### config.mk
export PLATFORM = sky130hd
export DESIGN_NAME = wb_uart_master
export DESIGN_NICKNAME = d
export VERILOG_FILES = /design/src/rtl/wb_uart_master_pkg.sv /design/src/rtl/uart_byte_core.sv /design/src/rtl/wb_uart_master.sv
export SDC_FILE = /design/constraint.sdc
export NUM_CORES = 1
export LEC_CHECK = 0
export ABC_AREA = 1
export CORE_UTILIZATION = 40
export DETAILED_ROUTE_END_ITERATION = 8
export RECOVER_POWER = 100
export SETUP_SLACK_MARGIN = 0.2
export SLEW_MARGIN = 10
export SYNTH_ARGS = -nofsm -noshare
export SYNTH_HDL_FRONTEND = slang
export SYNTH_SLANG_ARGS = --single-unit
### constraint.sdc
create_clock -name clk -period 1.7 [get_ports clk]
set_clock_uncertainty 0.1 [all_clocks]
set_input_delay 0.34 -clock clk [delete_from_list [all_inputs] [get_ports clk]]
set_output_delay 0.34 -clock clk [all_outputs]
set_load 0.03 [all_outputs]
### src/rtl/wb_uart_master_pkg.sv
// rtl/wb_uart_master_pkg.sv - command/response codes and state encodings for the UART debug master
package wb_uart_master_pkg;

  localparam logic [7:0] CMD_WR  = 8'h57;
  localparam logic [7:0] CMD_RD  = 8'h52;
  localparam logic [7:0] RSP_ACK = 8'h06;
  localparam logic [7:0] RSP_NAK = 8'h15;

  typedef enum logic [2:0] {
    ST_IDLE,
    ST_ADDR,
    ST_DATA,
    ST_BUS,
    ST_RESP
  } parser_state_t;

  typedef enum logic [1:0] {
    RX_IDLE,
    RX_START,
    RX_DATA,
    RX_STOP
  } rx_state_t;

endpackage

### src/rtl/uart_byte_core.sv
// rtl/uart_byte_core.sv - 8N1 byte receiver/transmitter with input synchronizer
module uart_byte_core
  import wb_uart_master_pkg::*;
#(
  parameter int clks_per_bit = 868
) (
  input  logic       clk,
  input  logic       reset,
  input  logic       uart_rxd,
  output logic       uart_txd,
  output logic       rx_valid,
  output logic [7:0] rx_data,
  input  logic       tx_start,
  input  logic [7:0] tx_data,
  output logic       tx_busy
);

  localparam int CW = $clog2(clks_per_bit + 1);
  localparam logic [CW-1:0] FULL = CW'(clks_per_bit - 1);
  localparam logic [CW-1:0] HALF = CW'(clks_per_bit / 2 - 1);

  logic          rxd_meta, rxd_sync, rxd_prev;
  rx_state_t     rx_state, rx_state_next;
  logic [CW-1:0] rx_cnt;
  logic [2:0]    rx_bit;
  logic [7:0]    rx_shift;

  logic [9:0]    tx_frame;
  logic [CW-1:0] tx_cnt;
  logic [3:0]    tx_bit;

  always_comb begin
    rx_state_next = rx_state;
    case (rx_state)
      RX_IDLE:  if (rxd_prev && !rxd_sync) rx_state_next = RX_START;
      RX_START: if (rx_cnt == HALF) rx_state_next = rxd_sync ? RX_IDLE : RX_DATA;
      RX_DATA:  if (rx_cnt == FULL && rx_bit == 3'd7) rx_state_next = RX_STOP;
      RX_STOP:  if (rx_cnt == FULL) rx_state_next = RX_IDLE;
      default:  rx_state_next = RX_IDLE;
    endcase
  end

  always_ff @(posedge clk) begin
    if (reset) begin
      rxd_meta <= 1'b1;
      rxd_sync <= 1'b1;
      rxd_prev <= 1'b1;
      rx_state <= RX_IDLE;
      rx_cnt   <= '0;
      rx_bit   <= '0;
      rx_shift <= '0;
      rx_valid <= 1'b0;
      rx_data  <= '0;
    end else begin
      rxd_meta <= uart_rxd;
      rxd_sync <= rxd_meta;
      rxd_prev <= rxd_sync;
      rx_state <= rx_state_next;
      rx_valid <= 1'b0;
      // counter restarts on every state change so each phase times from its own origin
      if (rx_state == RX_IDLE || rx_state_next != rx_state || rx_cnt == FULL)
        rx_cnt <= '0;
      else
        rx_cnt <= rx_cnt + 1'b1;
      if (rx_state != RX_DATA)
        rx_bit <= '0;
      else if (rx_cnt == FULL) begin
        rx_bit   <= rx_bit + 1'b1;
        rx_shift <= {rxd_sync, rx_shift[7:1]};
      end
      if (rx_state == RX_STOP && rx_cnt == FULL && rxd_sync) begin
        rx_valid <= 1'b1;
        rx_data  <= rx_shift;
      end
    end
  end

  always_ff @(posedge clk) begin
    if (reset) begin
      uart_txd <= 1'b1;
      tx_busy  <= 1'b0;
      tx_frame <= '1;
      tx_cnt   <= '0;
      tx_bit   <= '0;
    end else if (!tx_busy) begin
      if (tx_start) begin
        tx_busy  <= 1'b1;
        tx_frame <= {1'b1, tx_data, 1'b0};
        uart_txd <= 1'b0;
        tx_cnt   <= '0;
        tx_bit   <= '0;
      end
    end else if (tx_cnt == FULL) begin
      tx_cnt <= '0;
      if (tx_bit == 4'd9) begin
        tx_busy <= 1'b0;
      end else begin
        tx_bit   <= tx_bit + 1'b1;
        uart_txd <= tx_frame[1];
        tx_frame <= {1'b1, tx_frame[9:1]};
      end
    end else begin
      tx_cnt <= tx_cnt + 1'b1;
    end
  end

endmodule

### src/rtl/wb_uart_master.sv
// rtl/wb_uart_master.sv - UART command parser driving single classic Wishbone cycles
module wb_uart_master
  import wb_uart_master_pkg::*;
#(
  parameter int clk_freq     = 100000000,
  parameter int baud         = 115200,
  parameter int bus_timeout  = 255,
  parameter int byte_timeout = 1000000
) (
  input  logic        clk,
  input  logic        reset,
  input  logic        uart_rxd,
  output logic        uart_txd,
  output logic [31:0] wb_adr_o,
  output logic [31:0] wb_dat_o,
  input  logic [31:0] wb_dat_i,
  output logic [3:0]  wb_sel_o,
  output logic        wb_we_o,
  output logic        wb_cyc_o,
  output logic        wb_stb_o,
  input  logic        wb_ack_i,
  input  logic        wb_err_i,
  input  logic        wb_rty_i,
  output logic        busy
);

  localparam int CPB = clk_freq / baud;
  localparam int BTW = $clog2(byte_timeout + 1);
  localparam int BUW = $clog2(bus_timeout + 1);
  localparam logic [BTW-1:0] BYTE_TO  = BTW'(byte_timeout);
  localparam logic [BUW-1:0] BUS_LAST = BUW'(bus_timeout - 1);

  parser_state_t  state, state_next;
  logic           rx_valid, tx_start, tx_busy;
  logic [7:0]     rx_data, tx_data;
  logic           is_wr;
  logic [1:0]     byte_cnt;
  logic [31:0]    adr_sh, dat_sh, rsp_data;
  logic [2:0]     rsp_cnt;
  logic [BTW-1:0] idle_cnt;
  logic [BUW-1:0] bus_cnt;
  logic           bus_done, bus_ok;

  uart_byte_core #(.clks_per_bit(CPB)) u_core (
    .clk      (clk),
    .reset    (reset),
    .uart_rxd (uart_rxd),
    .uart_txd (uart_txd),
    .rx_valid (rx_valid),
    .rx_data  (rx_data),
    .tx_start (tx_start),
    .tx_data  (tx_data),
    .tx_busy  (tx_busy)
  );

  assign bus_done = wb_ack_i | wb_err_i | wb_rty_i;
  assign bus_ok   = wb_ack_i & ~wb_err_i & ~wb_rty_i;
  assign tx_data  = rsp_data[31:24];
  assign wb_cyc_o = (state == ST_BUS);
  assign wb_stb_o = wb_cyc_o;
  assign wb_we_o  = wb_cyc_o & is_wr;
  assign wb_sel_o = wb_cyc_o ? 4'hF : 4'h0;
  assign busy     = (state != ST_IDLE);

  always_comb begin
    state_next = state;
    tx_start   = 1'b0;
    case (state)
      ST_IDLE:
        if (rx_valid && (rx_data == CMD_WR || rx_data == CMD_RD)) state_next = ST_ADDR;
      ST_ADDR:
        if (rx_valid && byte_cnt == 2'd3) state_next = is_wr ? ST_DATA : ST_BUS;
        else if (!rx_valid && idle_cnt == BYTE_TO) state_next = ST_IDLE;
      ST_DATA:
        if (rx_valid && byte_cnt == 2'd3) state_next = ST_BUS;
        else if (!rx_valid && idle_cnt == BYTE_TO) state_next = ST_IDLE;
      ST_BUS:
        if (bus_done || bus_cnt == BUS_LAST) state_next = ST_RESP;
      ST_RESP:
        if (!tx_busy) begin
          if (rsp_cnt != 3'd0) tx_start = 1'b1;
          else state_next = ST_IDLE;
        end
      default: state_next = ST_IDLE;
    endcase
  end

  always_ff @(posedge clk) begin
    if (reset) begin
      state    <= ST_IDLE;
      is_wr    <= 1'b0;
      byte_cnt <= '0;
      adr_sh   <= '0;
      dat_sh   <= '0;
      wb_adr_o <= '0;
      wb_dat_o <= '0;
      rsp_data <= '0;
      rsp_cnt  <= '0;
      idle_cnt <= '0;
      bus_cnt  <= '0;
    end else begin
      state    <= state_next;
      idle_cnt <= (rx_valid || state == ST_IDLE) ? '0 : idle_cnt + 1'b1;
      bus_cnt  <= (state == ST_BUS) ? bus_cnt + 1'b1 : '0;
      if (state == ST_IDLE && state_next == ST_ADDR) begin
        is_wr    <= (rx_data == CMD_WR);
        byte_cnt <= '0;
      end
      if (rx_valid && (state == ST_ADDR || state == ST_DATA)) begin
        byte_cnt <= byte_cnt + 1'b1;
        if (state == ST_ADDR) adr_sh <= {adr_sh[23:0], rx_data};
        else                  dat_sh <= {dat_sh[23:0], rx_data};
      end
      // the final byte bypasses the shifters so the bus sees it on the very next edge
      if (state_next == ST_BUS && state != ST_BUS) begin
        wb_adr_o <= (state == ST_ADDR) ? {adr_sh[23:0], rx_data} : adr_sh;
        wb_dat_o <= (state == ST_DATA) ? {dat_sh[23:0], rx_data} : 32'h0;
      end
      if (state == ST_BUS && state_next == ST_RESP) begin
        if (bus_ok && !is_wr) begin
          rsp_data <= wb_dat_i;
          rsp_cnt  <= 3'd4;
        end else begin
          rsp_data <= {(bus_ok ? RSP_ACK : RSP_NAK), 24'h0};
          rsp_cnt  <= 3'd1;
        end
      end
      if (tx_start) begin
        rsp_data <= {rsp_data[23:0], 8'h00};
        rsp_cnt  <= rsp_cnt - 1'b1;
      end
    end
  end

endmodule
==> results of run 1 <==
## cell usage in the layout, fill, tap and decap left out, types with 9 or more instances in the layout
master	netlist	layout
nor3_1	21	11
nand2_4	0	10
nand2_1	278	236
nand3_2	1	70
or2_2	14	11
o211ai_1	9	9
o21ai_0	73	34
o21ai_2	0	27
nand3_1	174	89
dfxtp_1	248	207
inv_1	91	79
inv_2	9	11
nor3_4	2	9
a31oi_1	25	22
nand2_8	0	9
nor2_2	2	21
clkbuf_16	0	43
dfxtp_2	0	38
nor2_4	1	29
a211oi_2	0	31
buf_4	23	144
a21oi_2	0	82
o21ai_1	1	13
buf_12	0	39
buf_6	0	93
xor2_1	10	10
buf_16	0	27
clkdlybuf4s50_1	0	36
a21oi_1	145	59
nor2_1	181	134
buf_8	0	9
nand3_4	0	17
nand2_2	2	27
## per-stage QoR
step | TNS [ps] | util (%)
after floorplan | -10680 | -
after global placement | -56200 | 50.7
after detailed placement | -55010 | 50.7
after CTS | -24600 | 62.7
after global routing | -44770 | 70.0
final | -30670 | 70.0
## cell type report
class / count / area [um2] / area share (%)
clock inverter: 16 / 169 / 0.919
multi-input combinational: 1026 / 6950 / 37.8
timing repair buffer: 363 / 4490 / 24.4
sequential: 248 / 5020 / 27.3
timing repair inverter: 4 / 60.1 / 0.327
inverter: 100 / 448 / 2.44
clock buffer: 35 / 820 / 4.46
tap: 335 / 419 / 2.28
## kinds of logic after synthesis
kind of cell | Yosys count | share of synthesized area (%)
AND/OR/NAND/NOR | 698 | 27.9
AO/OA/AOI/OAI | 298 | 15.4
flip-flops | 248 | 46.0
buffers and inverters | 197 | 7.99
adder cells (fa/ha/maj) | 14 | 1.62
XOR/XNOR | 12 | 0.974
multiplexers | 1 | 0.0928
## registers in the layout, indices dropped and copies added (netlist names), 2 cells and up
signal / cells
adr_sh: 32
rsp_data: 32
wb_adr_o: 32
wb_dat_o: 32
dat_sh: 24
idle_cnt: 20
u_core.rx_cnt: 10
u_core.tx_cnt: 10
bus_cnt: 8
u_core.rx_data: 8
u_core.rx_shift: 8
u_core.tx_frame: 8
u_core.tx_bit: 4
rsp_cnt: 3
state: 3
u_core.rx_bit: 3
byte_cnt: 2
u_core.rx_state: 2
## worst max-delay path by stage
stage	endpoint	depth (start not counted)	slack, ps
after floorplan	wb_adr_o[31]	11	-150
after global placement	wb_adr_o[12]	11	-640
after detailed placement	wb_adr_o[13]	11	-620
after CTS	wb_we_o	6	-350
after global routing	wb_adr_o[20]	16	-460
final	wb_cyc_o	5	-370
## power by group through the flow
| stage | sequential, mW | combinational [mW] | clock, mW |
|---|---|---|---|
| final | 5.87 | 0.568 | 6.47 |
| after global placement | 6.00 | 0.432 | 0 |
| after global routing | 5.87 | 0.612 | 6.76 |
| after CTS | 5.87 | 0.518 | 6.49 |
| after detailed placement | 6.00 | 0.433 | 0 |
| after floorplan | 6.00 | 0.226 | 0 |
## worst reg2reg max path: stages, from the launching register on
cell	delay, ps
dfxtp_4	350
inv_4	60
ha_4	130
inv_2	20
nor2_1	70
nand2_1	80
nor2_2	110
nand3_2	110
nand2_2	110
nand2_4	60
nand2_8	110
buf_12	120
nand2_8	100
clkbuf_16	210
nand3_2	60
nand2_1	60
nor2_1	120
## per-layer routing
| layer | GRT usage, % | vias to the layer above |
|---|---|---|
| li1 | - | 5540 |
| met1 | 27.9 | 5520 |
| met2 | 41.9 | 340 |
| met3 | 2.57 | 88 |
| met4 | 8.01 | 0 |
| met5 | 0 | - |
## repair_timing
item	4_1_cts	5_1_grt
cloned	31	19
pin swaps	96	118
hold buffers	1	0
setup buffers	48	27
endpoints found under the hold margin	1	0
setup endpoints to repair	299	288
gates resized for setup	728	310
==> reports/metrics.yaml, run 1 <==
fin_hold_ws_ps: 255
postPlaceCellArea_um2: 13300
grt_overflow_total: 0
synth-seq-area-share_pct: 46.0
rrSetupSlack_ps: -360
instances_no_fill: 2127
antenna_found_initial: 0
cp_max_fo: 6
synth_cells: 1468
cp-end-kind: "primary output"
port_buffers: 110
dr_wl_met3_mm: 1.51
holdPathEnd: "rsp_data[28]"
avgViaCountPerCell: 5.40
required_ps: 1260
synth_nets: 1520
io_pins: 111
die_area_um2: 27600
dpl_worst_slack_ps: -619
fmax_ghz: 0.484
ys_types: 39
grt_pass1_vias: 10900
yosys-top-cells-area: "dfxtp_1, nand2_1, nand3_1, a21oi_1, nor2_1"
worst_path_most_repeated_cell: "buf_6"
period_share_pct: 122
yosysMostFrequentCell: "nand2_1"
grt_max_degree: 84
path_clk_slew_ps: 60
seq_power_share_pct: 45.5
diodes: 0
grt_use_total_pct: 23.0
violations: "design-rule violations, negative setup slack"
hp-start: "wb_dat_i[28]"
drc: 9
wl_per_cell_um: 17.1
ant_nets: 0
ys.flop_type: "dfxtp_1"
synth_common_cells: "nand2_1, dfxtp_1, nor2_1, nand3_1, a21oi_1"
fp.coreArea_um2: 26300
hold_viol_final: 0
max_cap_viol_count: 0
clock_sinks: 248
fillerInstances: 1888
syn_avg_cell_area_um2: 7.35
start_kind: "register"
slew_viol_final: 0
slowest_stage: "dfxtp_2"
crit_chain: "buf_6, nor3_4, buf_6, buf_8, buf_6"
synthesis.area_um2: 10800
worstReg2RegStart: "idle_cnt[0]"
async_flop_share_pct: 0
insertion_delay_ps: 550
timing.rr.end: "wb_adr_o[20]"
detail_route.first_pass.iterations: 9
cts_tree: "built"
comb_power_share_pct: 4.4
root_buffer: "clkbuf_16"
wl_met2_mm: 18.8
cp_top_family: "buffers and inverters"
routed.top_layer: "met4"
setup_viol: 164
stdcell_area_um2: 18400
wl_mm: 36.4
synth_seq_cells: 248
status: "finished with violations"
crit_start: "state[2]"
yosys_warnings: 0
holdPathStages: 3
hpwl_mm: 18.3
p_switching_mw: 2.95
initial_core_util_pct: 41.1
power_density_nw_per_um2: 702
peakVddDrop_v: 0.000709
rsz0062_at_grt: "true"
route.vias.total: 11500
cpPeakStageDelay_ps: 330
cts_buffers: 28
setup_slack_ps: -366
synth_edf_count: 0
place_congestion: 0.783
post-route-min-period_ps: 2070
power.total_mw: 12.9
min_path_type: "in -> reg"
clockBufferDepth: 3
tightest_slew_ps: 639
num-nets-final: 1823
cts-htree-levels: 1
dr.first_iter.drc_count: 751
p_int_mw: 9.96
synth.top_cell.area_share_pct: 46.0
worst-path-buf-inv: 4
placed_cells_incl_taps: 1950
yosys.area.top_type: "dfxtp_1"
critical_path_class: "reg -> out"
switching_share_pct: 22.8
area_growth_pct: 70.4
die_x_um: 166
wl_met1_mm: 14.9
rows: 59
ff2ff_path_depth: 16
p_leak_nw: 6.76
relSlewSlack_pct: 57.0
drive_gt1_share_pct: 45.3
grt_pass1_wl_mm: 53.2
die_h_um: 166
arrival_ps: 1630
p_clk_share_pct: 50.1
Power figures use the tool's default switching activity.
==> run 2, diff against run 1 <==
--- a/config.mk
+++ b/config.mk
@@ -7,5 +7,6 @@
 export LEC_CHECK = 0
 export ABC_AREA = 1
-export CORE_UTILIZATION = 40
+export CORE_UTILIZATION = 35
+export CTS_BUF_LIST = sky130_fd_sc_hd__clkbuf_4 sky130_fd_sc_hd__clkbuf_8
 export DETAILED_ROUTE_END_ITERATION = 8
 export RECOVER_POWER = 100
==> constraint.sdc (replaced) <==
create_clock -name clk -period 1.7 [get_ports clk]
set_clock_uncertainty 0.1 [all_clocks]
set_input_delay 0.17 -clock clk [delete_from_list [all_inputs] [get_ports clk]]
set_output_delay 0.17 -clock clk [all_outputs]
set_load 0.03 [all_outputs]
==> run 2 against run 1 <==
The run ends with negative setup slack left. Largest cell class unchanged. Critical path depth is 9 higher. Via count increased by 1.1%. Final cell count is 4.0% higher. Highest routed layer unchanged. Maximum frequency hardly changed. Die area rose by 14%. Cell area fell by 3.0%.
==> reports/metrics.yaml, run 2 (synthesis results as in run 1) <==
status: "finished with violations"
violations: "negative setup slack"
grt_pass1_wl_mm: 54.2  # +1.8%
start_kind: "register"
root_buffer: "clkbuf_8"
placed_cells_incl_taps: 2000  # +2.6%
port_buffers: 110  # unchanged
post-route-min-period_ps: 2070  # -0.633 ps
cts_buffers: 43  # +54%
die_x_um: 178  # +6.8%
grt_pass1_vias: 11100  # +1.7%
arrival_ps: 2420  # +790 ps
rsz0062_at_grt: "true"
cp_max_fo: 7  # +1
drc: 0  # -9
setup_slack_ps: -365  # +0.633 ps
detail_route.first_pass.iterations: 7  # -2
layout_common_cells: "nand2_1, dfxtp_1, nor2_1, nand3_1, buf_4"
setup_viol: 181  # +10%
die_h_um: 178  # +6.8%
instances_no_fill: 2212  # +4.0%
cts-htree-levels: 2  # +1
period_share_pct: 121  # about the same
tightest_slew_ps: 685  # +46.1 ps
grt_overflow_total: 0  # unchanged
required_ps: 2060  # +800 ps
grt_use_total_pct: 21.1  # -1.9 points
critical_path_class: "reg -> reg"
grt_max_degree: 74  # -12%
fp.coreArea_um2: 30000  # +14%
clock_sinks: 248  # unchanged
drive_gt1_share_pct: 42.0  # -3.3 points
cp-end-kind: "register"
place_congestion: 0.805  # +2.8%
initial_core_util_pct: 36.0  # -5.0 points
area_growth_pct: 65.2
rows: 63  # +6.8%
hold_viol_final: 0  # unchanged
io_pins: 111  # unchanged
cpPeakStageDelay_ps: 330  # about the same
dr.first_iter.drc_count: 671  # -11%
wl_mm: 36.8  # +1.1%
route.vias.total: 11600  # +1.1%
clockBufferDepth: 3  # unchanged
layout_commonest_cell: "nand2_1"
slowest_stage: "dfxtp_2"
p_leak_nw: 6.51  # -3.7%
min_path_type: "in -> reg"
worst-path-buf-inv: 6  # +2
die_area_um2: 31500  # +14%
num-nets-final: 1842  # +1.0%
avgViaCountPerCell: 5.25  # -2.8%
wl_per_cell_um: 16.6  # -2.8%
path_clk_slew_ps: 60  # about the same
dpl_worst_slack_ps: -362  # +257 ps
max_cap_viol_count: 0  # unchanged
cp_top_family: "simple AND/OR/NAND/NOR gates"
hpwl_mm: 18.7  # +2.1%
worst_path_most_repeated_cell: "buf_6"
crit_chain: "inv_2, buf_6, buf_6, nor3_4, buf_6, o21ai_1, nand2_1, nand2_2, nand2_8, buf_12, buf_16, nand3_1, nand2_1, nor2_1"
ant_nets: 0  # unchanged
relSlewSlack_pct: 54.4  # -2.6 points
cts_tree: "built"
power_density_nw_per_um2: 689  # -1.9%
insertion_delay_ps: 560  # about the same
antenna_found_initial: 0  # unchanged
fmax_ghz: 0.484  # about the same
diodes: 0  # unchanged
slew_viol_final: 0  # unchanged
peakVddDrop_v: 0.000481  # -32%
## run 2: changes by cell type in the layout (fill, tap and decap cells not counted), sizes merged
| cell | previous run | this run |
|---|---|---|
| nand2 | 282 | 280 |
| clkbuf | 49 | 129 |
| bufinv | 3 | 0 |
| clkdlybuf4s15 | 0 | 5 |
| buf | 312 | 271 |
| clkinv | 14 | 6 |
| clkinvlp | 2 | 3 |
| inv | 101 | 99 |
## run 2: timing repair
| item | 4_1_cts | 5_1_grt |
|---|---|---|
| hold endpoints to repair | 11 | 0 |
| endpoints found under the setup margin | 278 | 272 |
| gates cloned | 34 | 11 |
| hold buffers | 1 | 0 |
| pin swaps | 76 | 123 |
| setup buffers | 49 | 40 |
| resized for setup | 518 | 395 |
## run 2: final timing paths
check | slack [ps] | from | to | cells after the start
setup / recovery | -370 | state[0] | wb_dat_o[12] | 14
hold / removal | 80 | wb_dat_i[28] | rsp_data[28] | 3
setup reg to reg | -370 | state[0] | wb_dat_o[12] | 14
hold reg to reg | 350 | u_core.rx_shift[0] | u_core.rx_data[0] | 2
## run 2: cell type report
cell class / count / area [um2]
multi-input combinational: 1024 / 6710
clock inverter: 5 / 32.5
tap: 390 / 488
clock buffer: 72 / 897
timing repair buffer: 370 / 4220
fill: 2463 / 12100
sequential: 248 / 5010
timing repair inverter: 3 / 41.3
inverter: 100 / 428
## run 2: where the power goes
| part | total (mW) | switching [mW] | internal, mW | leakage (nW) |
|---|---|---|---|---|
| Clock | 5.87 | 2.55 | 3.32 | 0.487 |
| Combinational | 0.546 | 0.309 | 0.236 | 4.01 |
| Sequential | 5.87 | 0.0273 | 5.84 | 2.02 |
## run 2: worst min-delay path, stage by stage
cell and delay, ps:
clkdlybuf4s50_1 400, nand2_1 60, a21oi_1 50
## run 2: layer usage
layer	GRT usage [%]	wire (um)	vias to the layer above	part of all wire (%)
met3	3.53	1960	87	5.3
met4	7.73	1250	0	3.4
met2	36.6	18600	368	51
li1	-	-	5579	-
met5	0	0	-	0
met1	26.0	14900	5579	41
## run 2: stage by stage
stage | setup TNS (ps) | hold WS, ps | utilization [%] | instance area, um2 | total power [mW]
after CTS | -27650 | 56.3 | 54.4 | 16300 | 12.2
after global placement | -32080 | 330 | 44.5 | 13300 | 6.43
after floorplan | -10660 | 174 | - | 11200 | 6.22
final | -33980 | 81.6 | 59.5 | 17800 | 12.3
after detailed placement | -28890 | 346 | 44.5 | 13300 | 6.43
after global routing | -53920 | 81.3 | 59.5 | 17800 | 12.7
